==> src/rtl/cpu_pkg.sv <==
// Shared types for the cpu_seq sequencer: opcodes, FSM states, instruction field positions.
// Consumed by cpu_decode and cpu_seq.
package cpu_pkg;

  typedef enum logic [3:0] {
    OPC_NOP  = 4'h0,
    OPC_ADD  = 4'h1,
    OPC_LDI  = 4'h2,
    OPC_JMP  = 4'h3,
    OPC_JZ   = 4'h4,
    OPC_JNZ  = 4'h5,
    OPC_HALT = 4'hF
  } opcode_e;

  typedef enum logic [1:0] {
    ST_FETCH = 2'd0,
    ST_EXEC  = 2'd1,
    ST_HALT  = 2'd2
  } state_e;

  localparam int OPC_MSB = 15;
  localparam int OPC_LSB = 12;
  localparam int RD_MSB  = 11;
  localparam int RD_LSB  = 10;
  localparam int RS1_MSB = 9;
  localparam int RS1_LSB = 8;
  localparam int RS2_MSB = 7;
  localparam int RS2_LSB = 6;
  localparam int IMM_MSB = 7;
  localparam int IMM_LSB = 0;

  // Opcodes 6..E have no defined behaviour.
  function automatic logic opc_illegal(input logic [3:0] opc);
    return (opc >= 4'h6) && (opc <= 4'hE);
  endfunction

endpackage

==> src/rtl/cpu_decode.sv <==
// Purely combinational instruction decoder: splits a 16-bit instruction into
// register fields, imm8 and one-hot opcode class flags.
module cpu_decode
  import cpu_pkg::*;
(
  input  logic [15:0] instr,
  output logic [1:0]  rd,
  output logic [1:0]  rs1,
  output logic [1:0]  rs2,
  output logic [7:0]  imm8,
  output logic        is_add,
  output logic        is_ldi,
  output logic        is_jmp,
  output logic        is_jz,
  output logic        is_jnz,
  output logic        is_halt,
  output logic        is_illegal
);

  logic [3:0] opc_s;

  // field extraction and opcode classification
  always_comb begin
    opc_s      = instr[OPC_MSB:OPC_LSB];
    rd         = instr[RD_MSB:RD_LSB];
    rs1        = instr[RS1_MSB:RS1_LSB];
    rs2        = instr[RS2_MSB:RS2_LSB];
    imm8       = instr[IMM_MSB:IMM_LSB];
    is_add     = 1'b0;
    is_ldi     = 1'b0;
    is_jmp     = 1'b0;
    is_jz      = 1'b0;
    is_jnz     = 1'b0;
    is_halt    = 1'b0;
    is_illegal = 1'b0;
    case (opc_s)
      OPC_ADD:  is_add  = 1'b1;
      OPC_LDI:  is_ldi  = 1'b1;
      OPC_JMP:  is_jmp  = 1'b1;
      OPC_JZ:   is_jz   = 1'b1;
      OPC_JNZ:  is_jnz  = 1'b1;
      OPC_HALT: is_halt = 1'b1;
      default:  is_illegal = opc_illegal(opc_s);
    endcase
  end

endmodule

==> src/rtl/cpu_seq.sv <==
// Fetch/decode/issue sequencer for the 16-bit ADD-only datapath, one instruction in flight.
// Optional macro CPU_SEQ_ILLEGAL_TRAP_EN: illegal opcodes halt the core and raise a sticky illegal_o.
module cpu_seq
  import cpu_pkg::*;
#(
  parameter int                ADDR_W   = 8,
  parameter logic [ADDR_W-1:0] RESET_PC = {ADDR_W{1'b0}},
  parameter int                REG_AW   = 2
) (
  input  logic              clk,
  input  logic              reset_n_i,
  output logic              imem_req_o,
  output logic [ADDR_W-1:0] imem_addr_o,
  input  logic              imem_valid_i,
  input  logic [15:0]       imem_data_i,
  output logic [REG_AW-1:0] rf_raddr1_o,
  output logic [REG_AW-1:0] rf_raddr2_o,
  output logic [REG_AW-1:0] rf_waddr_o,
  output logic              rf_we_o,
  output logic              rf_wsel_o,
  output logic [15:0]       imm_o,
  output logic              alu_op_o,
  input  logic              z_flag_i,
  output logic [ADDR_W-1:0] pc_o,
  output logic              halted_o,
  output logic              illegal_o
);

`ifdef CPU_SEQ_ILLEGAL_TRAP_EN
  localparam logic TRAP_EN = 1'b1;
`else
  localparam logic TRAP_EN = 1'b0;
`endif

  state_e            state_r, state_nx;
  logic [ADDR_W-1:0] pc_r, pc_nx, pc_inc_s, target_s;
  logic [15:0]       ir_r, ir_nx;
  logic              imem_req_s;

  logic [1:0] dec_rd, dec_rs1, dec_rs2;
  logic [7:0] dec_imm8;
  logic       dec_add, dec_ldi, dec_jmp, dec_jz, dec_jnz, dec_halt, dec_illegal;

  cpu_decode u_decode (
    .instr      (ir_r),
    .rd         (dec_rd),
    .rs1        (dec_rs1),
    .rs2        (dec_rs2),
    .imm8       (dec_imm8),
    .is_add     (dec_add),
    .is_ldi     (dec_ldi),
    .is_jmp     (dec_jmp),
    .is_jz      (dec_jz),
    .is_jnz     (dec_jnz),
    .is_halt    (dec_halt),
    .is_illegal (dec_illegal)
  );

  assign pc_inc_s = pc_r + {{(ADDR_W-1){1'b0}}, 1'b1};
  assign target_s = ADDR_W'(dec_imm8);

  // state, PC and instruction register
  always_ff @(posedge clk or negedge reset_n_i) begin
    if (!reset_n_i) begin
      state_r <= ST_FETCH;
      pc_r    <= RESET_PC;
      ir_r    <= 16'h0000;
    end else begin
      state_r <= state_nx;
      pc_r    <= pc_nx;
      ir_r    <= ir_nx;
    end
  end

  // next-state, next-PC and per-state control strobes
  always_comb begin
    state_nx    = state_r;
    pc_nx       = pc_r;
    ir_nx       = ir_r;
    imem_req_s  = 1'b0;
    rf_raddr1_o = {REG_AW{1'b0}};
    rf_raddr2_o = {REG_AW{1'b0}};
    rf_waddr_o  = {REG_AW{1'b0}};
    rf_we_o     = 1'b0;
    rf_wsel_o   = 1'b0;
    imm_o       = 16'h0000;
    alu_op_o    = 1'b0;
    case (state_r)
      ST_FETCH: begin
        imem_req_s = 1'b1;
        if (imem_valid_i) begin
          ir_nx    = imem_data_i;
          state_nx = ST_EXEC;
        end else begin
          ir_nx    = ir_r;
          state_nx = ST_FETCH;
        end
      end
      ST_EXEC: begin
        state_nx = ST_FETCH;
        pc_nx    = pc_inc_s;
        if (dec_add) begin
          alu_op_o    = 1'b1;
          rf_raddr1_o = REG_AW'(dec_rs1);
          rf_raddr2_o = REG_AW'(dec_rs2);
          rf_waddr_o  = REG_AW'(dec_rd);
          rf_we_o     = 1'b1;
        end else if (dec_ldi) begin
          rf_waddr_o = REG_AW'(dec_rd);
          rf_we_o    = 1'b1;
          rf_wsel_o  = 1'b1;
          imm_o      = {8'h00, dec_imm8};
        end else if (dec_jmp) begin
          pc_nx = target_s;
        end else if (dec_jz) begin
          pc_nx = z_flag_i ? target_s : pc_inc_s;
        end else if (dec_jnz) begin
          pc_nx = z_flag_i ? pc_inc_s : target_s;
        end else if (dec_halt || (dec_illegal && TRAP_EN)) begin
          // PC stays on the halting / offending instruction
          state_nx = ST_HALT;
          pc_nx    = pc_r;
        end else begin
          pc_nx = pc_inc_s;
        end
      end
      ST_HALT: state_nx = ST_HALT;
      default: state_nx = ST_FETCH;
    endcase
  end

  // request is gated by reset so it drops the instant reset asserts
  assign imem_req_o  = imem_req_s & reset_n_i;
  assign imem_addr_o = pc_r;
  assign pc_o        = pc_r;
  assign halted_o    = (state_r == ST_HALT);

`ifdef CPU_SEQ_ILLEGAL_TRAP_EN
  logic illegal_r;

  // sticky illegal-opcode flag, cleared only by reset
  always_ff @(posedge clk or negedge reset_n_i) begin
    if (!reset_n_i) begin
      illegal_r <= 1'b0;
    end else if ((state_r == ST_EXEC) && dec_illegal) begin
      illegal_r <= 1'b1;
    end else begin
      illegal_r <= illegal_r;
    end
  end

  assign illegal_o = illegal_r;
`else
  assign illegal_o = 1'b0;
`endif

endmodule

==> config.mk <==
export PLATFORM = sky130hd
export DESIGN_NAME = cpu_seq
export DESIGN_NICKNAME = d
export VERILOG_FILES = /design/src/rtl/cpu_pkg.sv /design/src/rtl/cpu_decode.sv /design/src/rtl/cpu_seq.sv
export SDC_FILE = /design/constraint.sdc
export NUM_CORES = 1
export LEC_CHECK = 0
export CAP_MARGIN = 20
export CORE_MARGIN = 4
export CORE_UTILIZATION = 42
export CTS_CLUSTER_DIAMETER = 40
export DETAILED_ROUTE_END_ITERATION = 8
export GPL_TIMING_DRIVEN = 0
export PLACE_DENSITY = 0.83
export SYNTH_ARGS = -nofsm -noshare
export SYNTH_HDL_FRONTEND = slang
export SYNTH_SLANG_ARGS = --single-unit
==> constraint.sdc <==
create_clock -name clk -period 2.15 [get_ports clk]
set_input_delay 0.43 -clock clk [delete_from_list [all_inputs] [get_ports clk]]
set_output_delay 0.43 -clock clk [all_outputs]
set_load 0.01 [all_outputs]
### Yosys cells after proc, flatten, opt, wreduce, memory -nomap -nowiden

Cells that the tools add are included.

| operators by class | value |
|---|---|
| eq/ne operators | 9 |
| reduce and logical (&&, ||, !) cells | 3 |
| bitwise logic cells | 1 |
| add/sub/neg operators | 1 |
| muxes and demuxes | 40 |

Operators by type and width:

| operator | number |
|---|---|
| 8-bit 2-to-1 mux | 11 |
| 2-bit 2-to-1 mux | 13 |
| 1-bit 2-to-1 mux | 15 |
| 8-bit by 1-bit adder with 8-bit output, second input constant | 1 |
| 4-bit by 2-bit equality test with 1-bit output, second input constant | 2 |
| 4-bit by 3-bit equality test with 1-bit output, second input constant | 2 |
| 6-bit inequality test, second input constant | 1 |
| 2-bit one-hot mux with 3 select lines | 1 |
| 4-bit by 1-bit equality test with 1-bit output, second input constant | 1 |
| 4-bit equality test, second input constant | 1 |
| 2-bit AND reduction | 2 |
| 2-bit by 1-bit equality test with 1-bit output, second input constant | 1 |
| 2-bit equality test, second input constant | 1 |
| 2-bit logical NOT | 1 |
| 1-bit bitwise AND | 1 |

| word-level totals | value |
|---|---|
| output and inout port bits | 44 |
| flip-flop bits (word level) | 26 |

### Longest topological paths before layout

| logic depth | value |
|---|---|
| depth after elaboration | 9 |
| mapped depth | 6 |

### By module

From an unflattened synthesis, not the netlist that was laid out.

| second synthesis, totals | value |
|---|---|
| cells, all modules | 158 |
| area total of the unflattened synthesis | 1,655.3 sq um |

Modules (own cells, without submodules):

| module | area each (sq um) | sequential area each (sq um) | instances | cells each |
|---|---|---|---|---|
| cpu_seq | 1,482.7 | 650.6 | 1 | 135 |
| cpu_decode | 172.7 | 0.0 | 1 | 23 |

### Least setup slack after synthesis

OpenSTA, ideal clock, no wires.

| timing | value |
|---|---|
| path kind | register to output |
| from | register state_r[1] |
| to | output rf_raddr1_o[0] |
| stages on the path, launching flop included | 5 |
| arrival time | 1.391 ns |
| setup slack | 0.329 ns |
| required time | 1.720 ns |
| buffers on the path | 0 |
| cells stage by stage | dfrtp_1 -> nand2b_1 -> or3_1 -> nor2_1 -> and2_1 |

| between the ends | value |
|---|---|
| cells in the longest elaborated chain, start to end | 2 |

RTL lines:

| what | RTL line | RTL |
|---|---|---|
| start: declaration | cpu_seq.sv:35 | `state_e state_r, state_nx;` |
| start signal: assignment | cpu_seq.sv:69 | `state_r <= state_nx;` |
| 2-bit by 1-bit equality test with 1-bit output | cpu_seq.sv:88 | `case (state_r)` |
| 2-bit 2-to-1 mux | cpu_seq.sv:88 |  |
| end: declaration | cpu_seq.sv:16 | `output logic [REG_AW-1:0] rf_raddr1_o,` |

No other way between the ends.

### Final worst setup path

| timing | value |
|---|---|
| from | register state_r[1] |
| to | output imm_o[4] |

| between the ends | value |
|---|---|
| cells in the longest elaborated chain, start to end | 2 |

RTL lines:

| what | RTL line | RTL |
|---|---|---|
| 2-bit by 1-bit equality test with 1-bit output | cpu_seq.sv:88 |  |
| 8-bit 2-to-1 mux | cpu_seq.sv:88 |  |
| end: declaration | cpu_seq.sv:21 | `output logic [15:0] imm_o,` |

No other way between the ends.

==> out/metrics.csv <==
metric,value,unit
outcome,"finished, violations left",
failing checks,negative setup slack,
mux cell area share after synthesis,0.144,
initial antenna violation count,0,
Sw Ratio,0.366,
vias,1358,
asr flop ratio synth,1.00,
period utilisation layout,1.03,
Area contributors post-synth,"dfrtp_1 43%, mux2_2 12%, buf_4 8.4%, and2_1 7.0%, mux2i_1 2.6%",
GP Congestion,0.754,
Reg2Reg Setup Slack,0.29,ns
Die H,68.3,µm
pwr dens,1110,nW/µm²
"non-filler cells, final",261,
Final Hold Fails,0,
DRC,0,
Final setup viols,4,
DRT Pass-1 Iters,4,
Final Worst Setup Slack,-0.0623,ns
Synthesis Warnings,0,
depth of the CTS H-tree,1,
worst slew pin tran,0.699,ns
clk root buf,clkbuf_4,
setup TNS,-0.221,ns
most frequent cell after synthesis,dfrtp_1,
first-pass GRT wire length,6820,µm
max_cap viols,0,
diode count,0,
Final Skew,0.00691,ns
post-synthesis adder-cell area fraction,0.00820,
Synth Instances,140,
Clock Latency Late Sink,0.32,ns
core area,3420,µm²
largest family of logic cells by synthesized area,simple AND/OR/NAND/NOR gates,
hold crit path type,flip-flop to flip-flop,
element type at the critical path end,output port,
Post-Synthesis Cell Area,1530,µm²
Post-Route WL,4250,µm
Synth Area in Compound Gates,0.0943,
vias in the first global route,1411,
CTS tree,done,
TritonCTS Buffers,3,
total area of sequential cells,652,µm²
initial core utilization,0.447,
total power,2.59,mW
Vias per Instance,5.20,
CTS max path bufs,2,
Worst Path Required,1.72,ns
max-slew violations,0,
dpl hpwl,3010,µm
cell mode on critical path,buf_6,
Multi-input gate area,788,µm²
register bit total from synthesis,26,
Global Route Usage Sum,0.195,
full die area,4660,µm²
CP max-delay cell,dfrtp_1,
Post-synth EDFFs,0,
maximum operating frequency,452,MHz
CP Class,flip-flop to output port,
Reg power frac,0.361,
die width,68.3,µm
crit-path cells,"nand2b_4, or3_4, nor2_4, buf_6, and2_4, buf_6",
Syn Area/Cell,10.9,µm²
sequential fraction of the synthesis area,0.426,
Rows,21,
Synth top area share,0.426,
leakage,1.03,nW
fin crit period,2.21,ns
clock sink total,26,
total grt overflow,0,
Psw,0.949,mW
Fillers,273,
"Clk pin slew, worst setup/hold paths",0.14,ns
Comb power frac,0.508,
Slew headroom,0.532,
port bufs,54,
DP Worst Slack,-0.683,ns
hold_ws,0.518,ns
xor/xnor cell area share of the yosys netlist,0,
area grow syn2layout,52.8,%
share of layout cells above drive strength 1,0.395,
remaining antenna violation count,0,
routed len/inst,16.3,µm
top post-synthesis cells by count,"26 x dfrtp_1, 17 x and2_1, 17 x buf_4",
Peak VDD IR,0.556,mV
CP peak stage delay,0.42,ns
pin count of the biggest net entering global routing,16,
Internal Power,1.64,mW
Nets,237,
DRT iter0 DRCs,36,
startpoint types,flip-flop,
top fanout value on the critical path,4,
Clock power frac,0.131,
RSZ-0062 raised after global routing,yes,
worst path arrival time,1.78,ns
Synth area leader,dfrtp_1,
Synth Area in Simple Gates,0.208,
ys flop type,dfrtp_1,
Unique masters post-synth,38,
placed instance count,249,
# IOs,64,
-- registers in the layout, summed over array words and instances (netlist names) --
register     cells
state_r          2
imem_addr_o      8
ir_r            16
-- cell type report --
cell class | count | area share
buffer | 21 | 0.0714
clock buffer | 3 | 0.00966
clock inverter | 1 | 0.0129
inverter | 3 | 0.00483
multi-input combinational | 99 | 0.338
sequential | 26 | 0.280
tap | 46 | 0.0247
timing repair buffer | 62 | 0.259
-- layout by cell type, fill, tap and decap left out, types with 2 or more instances in the layout --
master | Yosys | layout
and2_4 | 0 | 8
buf_2 | 1 | 8
conb_1 | 1 | 9
mux2_2 | 16 | 16
inv_1 | 3 | 3
nand3_1 | 4 | 4
dlygate4sd3_1 | 0 | 3
nor2b_1 | 2 | 2
a21oi_1 | 4 | 3
clkbuf_4 | 0 | 3
and3_1 | 2 | 2
buf_4 | 17 | 20
nand4_1 | 3 | 3
nor2_4 | 0 | 3
and4_1 | 2 | 2
nand2_1 | 4 | 4
buf_6 | 3 | 13
nand4bb_1 | 2 | 2
a22oi_2 | 2 | 2
dfrtp_1 | 26 | 25
and2_1 | 17 | 9
mux2i_1 | 4 | 4
o21ai_0 | 2 | 2
clkdlybuf4s50_1 | 0 | 36
nand2b_1 | 3 | 2
nor2_1 | 5 | 4
-- kinds of logic after synthesis --
family | Yosys count
buffers and inverters | 24
flip-flops | 26
AND/OR/NAND/NOR | 51
adder cells (fa/ha/maj) | 1
multiplexers | 20
other | 1
AO/OA/AOI/OAI | 17
-- power groups by stage --
stage               sequential [mW]  clock (mW)  combinational, mW
global placement              0.907           0               1.19
detailed placement            0.930           0               1.25
floorplan                     0.892           0              0.719
finish                        0.934       0.340               1.32
CTS                           0.920       0.348               1.30
global route                  0.972       0.370               1.42
-- critical path: cells and delay by family (launching register included) --
kind,cells,cell delay (ns)
and+or+nand+nor,4,0.82
DFF,1,0.42
buffers and inverters,2,0.21
-- repair_timing --
| item | 4_1_cts | 5_1_grt |
|---|---|---|
| resized for setup | 86 | 12 |
| pin swaps | 6 | 6 |
| hold endpoints to repair | 11 | 0 |
| setup endpoints to repair | 18 | 17 |
| setup buffers | 3 | 1 |
| hold buffers | 3 | 0 |
| cloned | 1 | 0 |
-- path summary, 6_finish.rpt --
path / from / to / cells past startpoint
worst min-delay path: ir_r[11]$_DFFE_PN0P_ / ir_r[11]$_DFFE_PN0P_ / 1
worst max register to register: state_r[1]$_DFF_PN0_ / ir_r[14]$_DFFE_PN0P_ / 4
max in group asynchronous: reset_n_i / imem_addr_o[1]$_DFFE_PN0P_ / 3
worst min register to register: ir_r[11]$_DFFE_PN0P_ / ir_r[11]$_DFFE_PN0P_ / 1
min in group asynchronous: reset_n_i / state_r[1]$_DFF_PN0_ / 3
worst max-delay path: state_r[1]$_DFF_PN0_ / imm_o[4] / 6
-- routing by layer --
metal	wire length [µm]	GRT usage	vias up
met2	2230	0.350	54
met4	89	0.0744	0
met1	1650	0.227	675
met5	0	0	-
met3	281	0.0378	10
li1	-	-	619
-- through the flow --
step,instance area [µm²],utilization
final,2330,0.683
after global routing,2330,0.683
after CTS,2290,0.671
after detailed placement,2180,0.639
after global placement,2150,0.631
after floorplan,1560,-
No activity file was read; power rests on OpenSTA's default activity.
